===== src/rtl/dmem_arb_pkg.sv =====
// Shared types and constants for the data-memory arbiter (dmem_arbiter).
// Optional alignment checking is enabled by defining DMEM_ALIGN_CHK_EN.
package dmem_arb_pkg;

  localparam int unsigned DATA_W_DEF = 32;
  localparam int unsigned ADDR_LSB   = 2;   // byte address -> word address shift
  localparam int unsigned BYTE_ADDR_W = 32;

  typedef enum logic {
    ST_NORMAL,
    ST_FORCE
  } state_e;

  typedef enum logic [1:0] {
    OWN_NONE,
    OWN_CPU,
    OWN_DBG
  } owner_e;

  function automatic logic addr_misaligned(input logic [ADDR_LSB-1:0] lsb);
    return lsb != '0;
  endfunction

endpackage


===== src/rtl/dmem_starve_ctr.sv =====
// Counts consecutive debug denials; hit flags that the next denial is the
// STARVE_MAX-th one and must trigger a forced debug slot.
module dmem_starve_ctr #(
  parameter int unsigned STARVE_MAX = 4
) (
  input  logic clk_i,
  input  logic rst_i,
  input  logic deny,
  input  logic clear,
  output logic hit
);

  localparam int unsigned CW = $clog2(STARVE_MAX + 1);

  logic [CW-1:0] cnt;

  always_ff @(posedge clk_i) begin
    if (!rst_i) begin
      cnt <= '0;
    end else if (clear) begin
      cnt <= '0;
    end else if (deny) begin
      cnt <= cnt + CW'(1);
    end
  end

  assign hit = (cnt == CW'(STARVE_MAX - 1));

endmodule


===== src/rtl/dmem_arbiter.sv =====
// Single-port data memory arbiter: CPU MEM stage has fixed priority, debug
// port gets a forced slot after STARVE_MAX denials. Macro: DMEM_ALIGN_CHK_EN.
module dmem_arbiter
  import dmem_arb_pkg::*;
#(
  parameter int unsigned ADDR_W     = 5,
  parameter int unsigned DATA_W     = DATA_W_DEF,
  parameter int unsigned STARVE_MAX = 4
) (
  input  logic              clk_i,
  input  logic              rst_i,
  input  logic              cpu_req_i,
  input  logic              cpu_we_i,
  input  logic [31:0]       cpu_addr_i,
  input  logic [DATA_W-1:0] cpu_wdata_i,
  output logic [DATA_W-1:0] cpu_rdata_o,
  output logic              cpu_stall_o,
  input  logic              dbg_req_i,
  input  logic              dbg_we_i,
  input  logic [31:0]       dbg_addr_i,
  input  logic [DATA_W-1:0] dbg_wdata_i,
  output logic              dbg_gnt_o,
  output logic [DATA_W-1:0] dbg_rdata_o,
  output logic              dbg_rvalid_o,
  output logic              mem_en_o,
  output logic              mem_we_o,
  output logic [ADDR_W-1:0] mem_addr_o,
  output logic [DATA_W-1:0] mem_wdata_o,
  input  logic [DATA_W-1:0] mem_rdata_i,
  output logic              err_o
);

  state_e            state, state_nx;
  owner_e            owner;
  logic              sel_we;
  logic [31:0]       sel_addr;
  logic [DATA_W-1:0] sel_wdata;
  logic [DATA_W-1:0] rd_data;
  logic              bad;
  logic              deny;
  logic              clear;
  logic              hit;
  logic              dbg_rd;
  logic              addr_unused;

  // Owner is forced to none while reset is held, which also zeroes every
  // strobe and the memory mux without a separate reset gate on each output.
  always_comb begin
    owner = OWN_NONE;
    if (rst_i) begin
      case (state)
        ST_NORMAL: begin
          if (cpu_req_i)      owner = OWN_CPU;
          else if (dbg_req_i) owner = OWN_DBG;
        end
        ST_FORCE: begin
          if (dbg_req_i)      owner = OWN_DBG;
          else if (cpu_req_i) owner = OWN_CPU;
        end
        default: owner = OWN_NONE;
      endcase
    end
  end

  always_comb begin
    sel_we    = 1'b0;
    sel_addr  = '0;
    sel_wdata = '0;
    case (owner)
      OWN_CPU: begin
        sel_we    = cpu_we_i;
        sel_addr  = cpu_addr_i;
        sel_wdata = cpu_wdata_i;
      end
      OWN_DBG: begin
        sel_we    = dbg_we_i;
        sel_addr  = dbg_addr_i;
        sel_wdata = dbg_wdata_i;
      end
      default: ;
    endcase
  end

`ifdef DMEM_ALIGN_CHK_EN
  assign bad = (owner != OWN_NONE) && addr_misaligned(sel_addr[ADDR_LSB-1:0]);
`else
  assign bad = 1'b0;
`endif

  assign addr_unused = ^{sel_addr[BYTE_ADDR_W-1:ADDR_W+ADDR_LSB], sel_addr[ADDR_LSB-1:0]};

  assign deny  = (state == ST_NORMAL) && (owner == OWN_CPU) && dbg_req_i;
  assign clear = (owner == OWN_DBG) || !dbg_req_i || (state == ST_FORCE);

  dmem_starve_ctr #(
    .STARVE_MAX(STARVE_MAX)
  ) u_starve (
    .clk_i (clk_i),
    .rst_i (rst_i),
    .deny  (deny),
    .clear (clear),
    .hit   (hit)
  );

  always_ff @(posedge clk_i) begin
    if (!rst_i) begin
      state        <= ST_NORMAL;
      dbg_rvalid_o <= 1'b0;
      dbg_rdata_o  <= '0;
    end else begin
      state        <= state_nx;
      dbg_rvalid_o <= dbg_rd;
      if (dbg_rd) dbg_rdata_o <= rd_data;
    end
  end

  always_comb begin
    state_nx = state;
    case (state)
      ST_NORMAL: if (deny && hit) state_nx = ST_FORCE;
      ST_FORCE:  state_nx = ST_NORMAL;
      default:   state_nx = ST_NORMAL;
    endcase
  end

  always_comb begin
    rd_data     = bad ? '0 : mem_rdata_i;
    dbg_rd      = (owner == OWN_DBG) && !dbg_we_i;
    mem_en_o    = (owner != OWN_NONE);
    mem_we_o    = sel_we && !bad;
    mem_addr_o  = sel_addr[ADDR_W+ADDR_LSB-1:ADDR_LSB];
    mem_wdata_o = sel_wdata;
    cpu_rdata_o = (owner == OWN_CPU) ? rd_data : '0;
    dbg_gnt_o   = (owner == OWN_DBG);
    cpu_stall_o = (state == ST_FORCE) && (owner == OWN_DBG) && cpu_req_i;
  end

`ifdef DMEM_ALIGN_CHK_EN
  always_ff @(posedge clk_i) begin
    if (!rst_i)   err_o <= 1'b0;
    else if (bad) err_o <= 1'b1;
  end
`else
  assign err_o = 1'b0;
`endif

endmodule


===== config.mk =====
export PLATFORM = sky130hd
export DESIGN_NAME = dmem_arbiter
export DESIGN_NICKNAME = d
export VERILOG_FILES = /design/src/rtl/dmem_arb_pkg.sv /design/src/rtl/dmem_starve_ctr.sv /design/src/rtl/dmem_arbiter.sv
export SDC_FILE = /design/constraint.sdc
export NUM_CORES = 1
export LEC_CHECK = 0
export ABC_AREA = 1
export BUFFER_PORTS_ARGS = -buffer_cell sky130_fd_sc_hd__buf_2
export CAP_MARGIN = 0
export CORE_AREA = 2 2 105 107
export CTS_CLUSTER_SIZE = 28
export DETAILED_ROUTE_END_ITERATION = 16
export DIE_AREA = 0 0 107 109
export HOLD_SLACK_MARGIN = 0.1
export PLACE_DENSITY_LB_ADDON = 0.05
export SYNTH_ARGS = -nofsm -noshare
export SYNTH_HDL_FRONTEND = slang
export SYNTH_SLANG_ARGS = --single-unit

===== constraint.sdc =====
create_clock -name clk_i -period 2 [get_ports clk_i]
set_input_delay 0.4 -clock clk_i [delete_from_list [all_inputs] [get_ports clk_i]]
set_output_delay 0.4 -clock clk_i [all_outputs]
set_load 0.02 [all_outputs]

==> flow_metrics.env, run 1 <==
export IMPL_status="finished, violations left"
export IMPL_failed_checks="negative setup slack"
export IMPL_grt_pass1_wl_um=14200
export IMPL_drt_iter0_drc=85
export IMPL_rsz0062_at_grt="true"
export IMPL_wl_met2_um=4390
export IMPL_initial_core_util=0.219
export IMPL_cap_violations=0
export IMPL_syn2layout_area_growth_pct=104
export IMPL_synth_compound_area_frac=0.156
export IMPL_crit_required_ps=1600
export IMPL_cts_buffers=5
export IMPL_period_minus_slack_ps=2050
export IMPL_wl_per_cell_um=12.0
export IMPL_dr_total_vias=3225
export IMPL_yosys_area_share_simple=0.348
export IMPL_fin_ws_ps=-49.8
export IMPL_overflow=0
export IMPL_layout_commonest_cell="buf_2"
export IMPL_critPathKind="register to primary output"
export IMPL_ir_drop_mv=0.230
export IMPL_path_cells="a21oi_2, buf_4, ha_4, buf_12, buf_16, a21oi_4, buf_6"
export IMPL_final_setup_tns_ps=-271
export IMPL_track_usage=0.150
export IMPL_synth_fa_ha_area_frac=0.0216
export IMPL_synth_xor_area_frac=0
export IMPL_ioPinCount=273
export IMPL_setup_viol=12
export IMPL_cts_max_path_buffers=2
export IMPL_clk_pin_slew_ps=80
export IMPL_synth_distinct_cells=20
export IMPL_max_freq_mhz=488
export IMPL_power_mw=2.01
export IMPL_ys_ff_latch=37
export IMPL_multi_input_area_um2=1710
export IMPL_cts_tree="yes"
export IMPL_p_leak_nw=2.32
export IMPL_dp_hpwl_um=6820
export IMPL_synth_edf_count=0
export IMPL_power_density_nw_per_um2=427
export IMPL_yosys_warnings=0
export IMPL_clk_latency_ps=280
export IMPL_hold_class="primary input to register"
export IMPL_nets=778
export IMPL_routed_wl_um=9020
export IMPL_slew_headroom=0.621
export IMPL_die_h_um=109
export IMPL_regArea_um2=744
export IMPL_synth_area_mux_share=0
export IMPL_fillers=1116
export IMPL_ant_nets=0
export IMPL_synth_cells=384
export IMPL_final_cell_mix="buf_2, nor2_1, nand2_1"
export IMPL_grt_start_max_net_pins=37
export IMPL_routed_top_layer="met4"
export IMPL_cp_max_fo=6
export IMPL_root_buffer="clkbuf_8"
export IMPL_row_count=38
export IMPL_die_x_um=107
export IMPL_port_buffers=217
export IMPL_synth_top_family_by_area="simple AND/OR/NAND/NOR gates"
export IMPL_slowest_stage="dfxtp_4"
export IMPL_gp_congestion=0.694
export IMPL_ys_flop_type="dfxtp_1"
export IMPL_syn_nets=554
export IMPL_route_detailed_drc=0
export IMPL_met1_length_um=3610
export IMPL_seq_area_frac_synth=0.320
export IMPL_hold_violations=0
export IMPL_slowest_delay_ps=360
export IMPL_drive_gt1_frac=0.529
export IMPL_async_flop_share=0
export IMPL_synth_area_per_cell_um2=6.03
export IMPL_critPathArrivalTime_ps=1650
export IMPL_numClockSinks=37
export IMPL_utilization=0.445
export IMPL_grt_pass1_vias=3136
export IMPL_setup_worst_path_end_class="primary output"
export IMPL_maxSlewViolCount=0
export IMPL_startpoint_type="register"
export IMPL_tightest_slew_ps=568
export IMPL_synth_area_um2=2320
export IMPL_antenna_found_initial=0
export IMPL_first_pass_iters=4
export IMPL_core_um2=10600
export IMPL_finClkSkew_ps=4.97
export IMPL_post_route_period_util=1.02
export IMPL_dieArea_um2=11700
export IMPL_h_tree_depth=2
export IMPL_avgViaCountPerCell=4.31
export IMPL_n_antenna_cell=0
export IMPL_dr_wl_met3_um=905
## metrics by stage
step | std cells | area [µm²] | worst slack (ps) | hold slack, ps
global route | 749 | 4720 | -142 | 383
detailed placement | 735 | 4110 | -63.2 | 468
CTS | 748 | 4540 | -73.4 | 371
floorplan | 384 | 2820 | 6.21 | 456
finish | 749 | 4720 | -49.8 | 376
global placement | 735 | 4110 | -67.1 | 458
## state kept, by name, summed over array words and instances, names as in the netlist
| register | count |
|---|---|
| dbg_rdata_o | 32 |
| u_starve.cnt | 3 |
| dbg_rvalid_o | 1 |
| state | 1 |
## power by group
group / internal [mW] / switching [mW] / leakage [nW]
registers: 0.756 / 0.00892 / 0.301
clock network: 0.242 / 0.257 / 0.0450
logic: 0.342 / 0.410 / 1.97
## cells by family after synthesis
family | after synthesis
AOI/OAI and AO/OA | 72
and+or+nand+nor | 197
adders and majority gates | 4
other | 1
DFF | 37
buffers and inverters | 73
## layer usage
layer | vias to the layer above | track usage
met5 | - | 0
met3 | 10 | 0.0478
li1 | 1638 | -
met2 | 150 | 0.277
met4 | 0 | 0.0362
met1 | 1427 | 0.166
## critical path, delay by kind of cell (launching register included)
kind | cells | cell delay (ps)
compound gates | 2 | 230
fa+ha+maj | 1 | 230
buf+inv | 4 | 540
flops | 1 | 360
## final cells by class
class	instances	area share
clock inverters	2	0.00212
well taps	140	0.0371
clock buffers	6	0.0154
repair buffers	246	0.389
inverters	44	0.0361
multi-input cells	274	0.362
flip-flops and latches	37	0.158
## final timing paths
| kind | startpoint | end | slack, ps | cells after the start |
|---|---|---|---|---|
| worst max-delay path | state | mem_wdata_o[13] | -50 | 7 |
| worst min-delay path | mem_rdata_i[30] | dbg_rdata_o[30] | 380 | 3 |
| worst max register to register | state | u_starve.cnt[1] | 400 | 8 |
| worst min register to register | dbg_rdata_o[30] | dbg_rdata_o[30] | 480 | 2 |
## what timing repair did
action                                  CTS  global route
hold endpoints to repair                  0             0
pin swaps                                 2             0
endpoints found under the setup margin   48            71
buffers inserted                          6             1
gates resized for setup                  98            63
gates cloned                              1             0
hold buffers                              0             0
## synth_stat cells, types with 2 or more instances
cell / instances / area, µm²
nor2_1: 72 / 270
nand2_1: 84 / 315
ha_1: 4 / 50.1
buf_2: 10 / 50.1
nand2_4: 2 / 22.5
inv_2: 2 / 7.51
clkbuf_1: 7 / 26.3
inv_1: 41 / 154
buf_6: 6 / 67.6
a21oi_1: 40 / 200
o21ai_0: 32 / 160
buf_4: 5 / 37.5
nand3_1: 36 / 180
dfxtp_1: 37 / 741
(Power assumes the default switching activity.)
==> run 2: changes to the inputs <==
==> constraint.sdc (replaced) <==
create_clock -name clk_i -period 2.07 [get_ports clk_i]
set_input_delay 0.414 -clock clk_i [delete_from_list [all_inputs] [get_ports clk_i]]
set_output_delay 0.414 -clock clk_i [all_outputs]
set_load 0.02 [all_outputs]
==> run 2 against run 1 <==
Net effect: the flow still finishes with violations (negative setup slack); sequential share of layout area down 0.66 points; cell area up 4.3%; flip-flop and latch count unchanged; die area unchanged; power up 2.0%; combinational power up 4.0%; hold slack better by 18 ps; wire length up 11%; cell count unchanged; core utilization up 1.9 points; clock skew up 3.4 ps; critical path type unchanged; critical endpoint is now mem_wdata_o[21].
==> flow_metrics.env, run 2 (synthesis gave the netlist of run 1 again) <==
export IMPL_top_regs="dbg_rdata_o x32, u_starve.cnt x3"
export IMPL_numClockSinks=37
export IMPL_cp_startpoint="state"
export IMPL_hold_violations=0
export IMPL_grt_pass1_vias=2891
export IMPL_clock_power_share=0.261
export IMPL_endpoint="mem_wdata_o[21]"
export IMPL_grt_start_max_net_pins=37
export IMPL_switchingPower_uw=701
export IMPL_fin_ws_ps=-6.78
export IMPL_tightest_slew_ps=621
export IMPL_p_leak_nw=2.46
export IMPL_crit_required_ps=1660
export IMPL_postLayoutCellArea_um2=4920
export IMPL_dp_hpwl_um=6480
export IMPL_critPathArrivalTime_ps=1660
export IMPL_dieArea_um2=11700
export IMPL_failed_checks="negative setup slack"
export IMPL_r2r_start="state"
export IMPL_root_buffer="clkbuf_8"
export IMPL_largest_register="dbg_rdata_o"
export IMPL_track_usage=0.143
export IMPL_antenna_found_initial=0
export IMPL_placed_area_um2=3990
export IMPL_syn2layout_area_growth_pct=113
export IMPL_clk_latency_ps=290
export IMPL_cts_tree="yes"
export IMPL_postCtsHoldBufs=0
export IMPL_startpoint_type="register"
export IMPL_r2r_cells=10
export IMPL_switching_share=0.341
export IMPL_core_um2=10600
export IMPL_cts_buffers=5
export IMPL_drt_iter0_drc=154
export IMPL_row_count=38
export IMPL_initial_core_util=0.219
export IMPL_intPower_mw=1.35
export IMPL_post_route_period_util=1.00
export IMPL_clk_pin_slew_ps=80
export IMPL_cp_max_fo=7
export IMPL_port_buffers=217
export IMPL_maxSlewViolCount=0
export IMPL_hold_class="primary input to register"
export IMPL_period_minus_slack_ps=2080
export IMPL_share_comb_of_total_power=0.380
export IMPL_ant_nets=0
export IMPL_rsz0062_at_grt="true"
export IMPL_final_setup_tns_ps=-11.1
export IMPL_fin_cells=749
export IMPL_grt_pass1_wl_um=13600
export IMPL_die_x_um=107
export IMPL_whs_ps=394
export IMPL_avgViaCountPerCell=4.34
export IMPL_routed_wl_um=10000
export IMPL_h_tree_depth=2
export IMPL_ir_drop_mv=0.266
export IMPL_r2r_slack_ps=320
export IMPL_post_place_ws_ps=-107
export IMPL_dr_total_vias=3249
export IMPL_nets=778
export IMPL_setup_worst_path_end_class="primary output"
export IMPL_ioPinCount=273
export IMPL_first_pass_iters=4
export IMPL_slew_headroom=0.585
export IMPL_cap_violations=0
export IMPL_largest_reg_flops=32
export IMPL_power_frac_seq=0.360
export IMPL_route_detailed_drc=0
export IMPL_r2r_end="u_starve.cnt[1]"
export IMPL_power_density_nw_per_um2=417
export IMPL_cts_max_path_buffers=2
export IMPL_final_cell_mix="buf_2, nor2_1, buf_6"
export IMPL_gp_congestion=0.722
export IMPL_setup_viol=3
export IMPL_wl_per_cell_um=13.3
export IMPL_dp_cells=722
export IMPL_die_h_um=109
export IMPL_drive_gt1_frac=0.573
export IMPL_finClkSkew_ps=8.33
export IMPL_status="finished, violations left"
export IMPL_critPathKind="register to primary output"
export IMPL_overflow=0
export IMPL_n_antenna_cell=0
export IMPL_layout_commonest_cell="buf_2"
export IMPL_max_freq_mhz=482
==> run 2: cell types whose count changed in the layout (fill, tap and decap cells not counted), moves of 3 or more <==
cell / previous run / this run
buf_12: 7 / 10
buf_2: 147 / 164
buf_4: 25 / 10
buf_6: 65 / 54
clkbuf_16: 0 / 6
nand2_1: 69 / 41
nand2_2: 15 / 32
nand2_4: 3 / 14
==> run 2: critical path: stages, from the launching register on <==
cell and delay [ps]:
dfxtp_4 370, a21oi_4 160, ha_4 180, buf_12 150, clkbuf_16 160, nand2_2 60, a21oi_4 150, buf_6 130
==> run 2: per-stage QoR <==
step | total power, mW | utilization
floorplan | 1.14 | -
global placement | 1.36 | 0.376
detailed placement | 1.36 | 0.376
CTS | 1.96 | 0.406
global route | 2.18 | 0.464
finish | 2.05 | 0.464
==> run 2: cell type report <==
| class | instances | area, µm² |
|---|---|---|
| Clock buffer | 6 | 82.6 |
| Clock inverter | 2 | 13.8 |
| Sequential cell | 37 | 744 |
| Multi-Input combinational cell | 274 | 1840 |
| Timing Repair Buffer | 246 | 1900 |
| Inverter | 44 | 173 |
| Tap cell | 140 | 175 |
| Fill cell | 1104 | 5680 |
==> run 2: worst min-delay path by stage <==
stage | slack (ps) | from | depth (start not counted) | to
floorplan | 460 | u_starve.cnt[1] | 2 | u_starve.cnt[1]
global placement | 460 | dbg_rdata_o[24] | 2 | dbg_rdata_o[24]
detailed placement | 470 | dbg_rdata_o[21] | 2 | dbg_rdata_o[21]
CTS | 390 | mem_rdata_i[30] | 3 | dbg_rdata_o[30]
global route | 390 | mem_rdata_i[29] | 3 | dbg_rdata_o[29]
finish | 390 | mem_rdata_i[5] | 3 | dbg_rdata_o[5]
==> run 2: power by group through the flow <==
stage                     clock network, mW  logic [mW]  registers, mW
after CTS                             0.564       0.657          0.740
after floorplan                           0       0.361          0.781
after detailed placement                  0       0.607          0.757
after global placement                    0       0.604          0.756
after global routing                  0.594       0.840          0.741
final                                 0.535       0.781          0.739
==> run 2: routing by layer <==
layer | up-vias | routed length [µm] | track usage
li1 | 1646 | - | -
met1 | 1442 | 4120 | 0.166
met2 | 151 | 4940 | 0.258
met3 | 10 | 783 | 0.0395
met4 | 0 | 151 | 0.0427
met5 | - | 0 | 0
==> run 2: repair_timing <==
action,CTS,global route
gates cloned,1,9
gates resized for setup,65,108
setup endpoints to repair,61,38
pin swaps,1,17
buffers inserted,1,8
==> run 3: changes to the inputs <==
--- a/config.mk
+++ b/config.mk
@@ -5,13 +5,12 @@
 export SDC_FILE = /design/constraint.sdc
 export NUM_CORES = 1
 export LEC_CHECK = 0
-export ABC_AREA = 1
 export BUFFER_PORTS_ARGS = -buffer_cell sky130_fd_sc_hd__buf_2
 export CAP_MARGIN = 0
-export CORE_AREA = 2 2 105 107
+export CORE_AREA = 2 2 107 109
 export CTS_CLUSTER_SIZE = 28
 export DETAILED_ROUTE_END_ITERATION = 16
-export DIE_AREA = 0 0 107 109
+export DIE_AREA = 0 0 109 111
 export HOLD_SLACK_MARGIN = 0.1
 export PLACE_DENSITY_LB_ADDON = 0.05
 export SYNTH_ARGS = -nofsm -noshare
==> run 3 against run 2 <==
Net effect: register-to-register slack worse by 220 ps; first-iteration DRC count is 70% lower; power is 7.5% higher; flip-flop and latch count unchanged; the run still ends with negative setup slack left; wire length is 11% lower; synthesized area decreased by 8.3%; via count is 17% lower; non-clock buffer count increased by 4; fmax decreased by 8.9%; die area grew 3.7%; hold slack worse by 1.9 ps; global-route usage down 0.97 points; critical endpoint is now mem_wdata_o[8].
==> flow_metrics.env, run 3 <==
export IMPL_syn2layout_area_growth_pct=119
export IMPL_route_detailed_drc=0
export IMPL_track_usage=0.134
export IMPL_failed_checks="negative setup slack"
export IMPL_syn_nets=429
export IMPL_post_route_period_util=1.10
export IMPL_ys_flop_type="dfxtp_1"
export IMPL_cts_tree="yes"
export IMPL_largest_register="dbg_rdata_o"
export IMPL_numClockSinks=37
export IMPL_p_leak_nw=2.30
export IMPL_cp_max_fo=9
export IMPL_min_delay_start="mem_rdata_i[9]"
export IMPL_r2r_end="u_starve.cnt[2]"
export IMPL_r2r_start="state"
export IMPL_slowest_delay_ps=340
export IMPL_crit_required_ps=1660
export IMPL_yosysTopAreaCell="dfxtp_1"
export IMPL_gp_congestion=0.706
export IMPL_die_h_um=111
export IMPL_synth_area_leaders="dfxtp_1, a22o_2, nand2_1, a21boi_0, and2_1"
export IMPL_core_um2=11100
export IMPL_routed_wl_um=8910
export IMPL_root_buffer="clkbuf_16"
export IMPL_critPathKind="register to primary output"
export IMPL_ioPinCount=273
export IMPL_antenna_found_initial=1
export IMPL_setup_worst_path_end_class="primary output"
export IMPL_crit_path_frequent_cell="inv_2"
export IMPL_path_cells="inv_2, a21oi_4, inv_2, ha_4, a211oi_4, buf_4, buf_16, a22o_4, buf_2"
export IMPL_layout_commonest_cell="buf_2"
export IMPL_dieArea_um2=12100
export IMPL_cts_buffers=5
export IMPL_clk_latency_ps=270
export IMPL_ys_ff_latch=37
export IMPL_whs_ps=392
export IMPL_synth_area_um2=2120
export IMPL_yosysTopAreaCellShare=0.349
export IMPL_grt_start_max_net_pins=35
export IMPL_initial_core_util=0.192
export IMPL_ir_drop_mv=0.427
export IMPL_yosys_warnings=0
export IMPL_whs_endpoint="dbg_rdata_o[9]"
export IMPL_die_x_um=109
export IMPL_n_antenna_cell=0
export IMPL_synth_area_per_cell_um2=8.20
export IMPL_synth_edf_count=0
export IMPL_ant_nets=0
export IMPL_fin_ws_ps=-211
export IMPL_cap_violations=0
export IMPL_row_count=39
export IMPL_synth_cells=259
export IMPL_drt_iter0_drc=46
export IMPL_drive_gt1_frac=0.669
export IMPL_ys_top_cells_by_count="nand2_1, dfxtp_1, and2_1"
export IMPL_finClkSkew_ps=2.47
export IMPL_hold_depth=3
export IMPL_dr_wl_met3_um=727
export IMPL_utilization=0.420
export IMPL_h_tree_depth=2
export IMPL_avgViaCountPerCell=4.22
export IMPL_first_pass_iters=3
export IMPL_overflow=0
export IMPL_clk_pin_slew_ps=60
export IMPL_met1_length_um=3510
export IMPL_slowest_stage="dfxtp_2"
export IMPL_r2r_cells=9
export IMPL_power_density_nw_per_um2=475
export IMPL_grt_pass1_wl_um=12800
export IMPL_setup_viol=36
export IMPL_port_buffers=217
export IMPL_startpoint_type="register"
export IMPL_maxSlewViolCount=0
export IMPL_critPathArrivalTime_ps=1870
export IMPL_routed_top_layer="met4"
export IMPL_r2r_slack_ps=100
export IMPL_final_cell_mix="buf_2, nand2_1, buf_6"
export IMPL_synth_distinct_cells=30
export IMPL_wl_met2_um=4590
export IMPL_rsz0062_at_grt="true"
export IMPL_top_regs="dbg_rdata_o x32, u_starve.cnt x3"
export IMPL_dr_total_vias=2693
export IMPL_dp_hpwl_um=6280
export IMPL_yosysMostFrequentCell="nand2_1"
export IMPL_seq_area_frac_synth=0.349
export IMPL_max_freq_mhz=438
export IMPL_postCtsHoldBufs=0
export IMPL_grt_pass1_vias=2552
export IMPL_cts_max_path_buffers=2
export IMPL_async_flop_share=0
export IMPL_cp_startpoint="state"
export IMPL_status="finished, violations left"
export IMPL_hold_violations=0
export IMPL_largest_reg_flops=32
export IMPL_nets=664
export IMPL_hold_class="primary input to register"
export IMPL_period_minus_slack_ps=2280
export IMPL_wl_per_cell_um=14.0
==> run 3: kinds of logic after synthesis <==
| family | after synthesis | synth area share |
|---|---|---|
| fa+ha+maj | 4 | 0.0236 |
| compound gates | 76 | 0.309 |
| xor+xnor | 1 | 0.00412 |
| simple gates | 114 | 0.253 |
| other cells | 1 | 0.00177 |
| flops | 37 | 0.349 |
| buf+inv | 26 | 0.0601 |
==> run 3: per-layer routing <==
layer	vias up	global-route usage
li1	1359	-
met1	1213	0.155
met2	115	0.246
met3	6	0.0306
met4	0	0.0274
met5	-	0
==> run 3: cell type report <==
type                    instances  area [µm²]
fillers                      1137        6420
repair buffers                250        1920
multi-input cells             196        1630
flip-flops and latches         37         742
well taps                     143         179
clock buffers                   6         129
clock inverters                 2        38.8
inverters                       4        15.0
==> run 3: metrics by stage <==
step	area [µm²]	TNS, ps	worst slack [ps]	std cells	power (mW)
after CTS	4320	-8610	-262	634	2.19
after detailed placement	3770	-11440	-337	615	1.22
after global routing	4650	-9650	-296	638	2.31
after global placement	3770	-10990	-330	615	1.22
after floorplan	2420	0	2.04	259	0.985
final	4650	-6840	-211	638	2.21
==> run 3: how the worst max path moves through the flow <==
stage,slack (ps),depth (start not counted),endpoint
CTS,-260,9,mem_wdata_o[24]
floorplan,2,7,mem_addr_o[0]
detailed placement,-340,9,mem_wdata_o[13]
finish,-210,9,mem_wdata_o[8]
global route,-300,9,mem_addr_o[2]
global placement,-330,9,mem_wdata_o[13]
==> run 3: power breakdown <==
| part | total (mW) | leakage [nW] | switching [mW] | internal [mW] |
|---|---|---|---|---|
| Clock | 0.872 | 0.0810 | 0.301 | 0.571 |
| Combinational | 0.606 | 1.92 | 0.275 | 0.331 |
| Sequential | 0.730 | 0.300 | 0.00555 | 0.725 |
==> run 3: repair_timing <==
action / CTS / global route
hold endpoints to repair: 0 / 0
buffers inserted: 9 / 4
cloned: 3 / 2
resized for setup: 74 / 92
endpoints found under the setup margin: 56 / 71
pin swaps: 5 / 8
==> run 3: critical path, delay by kind of cell, from the launching register on <==
family | cells | cell delay [ps]
compound gates | 3 | 410
buf+inv | 5 | 570
flops | 1 | 340
fa+ha+maj | 1 | 260
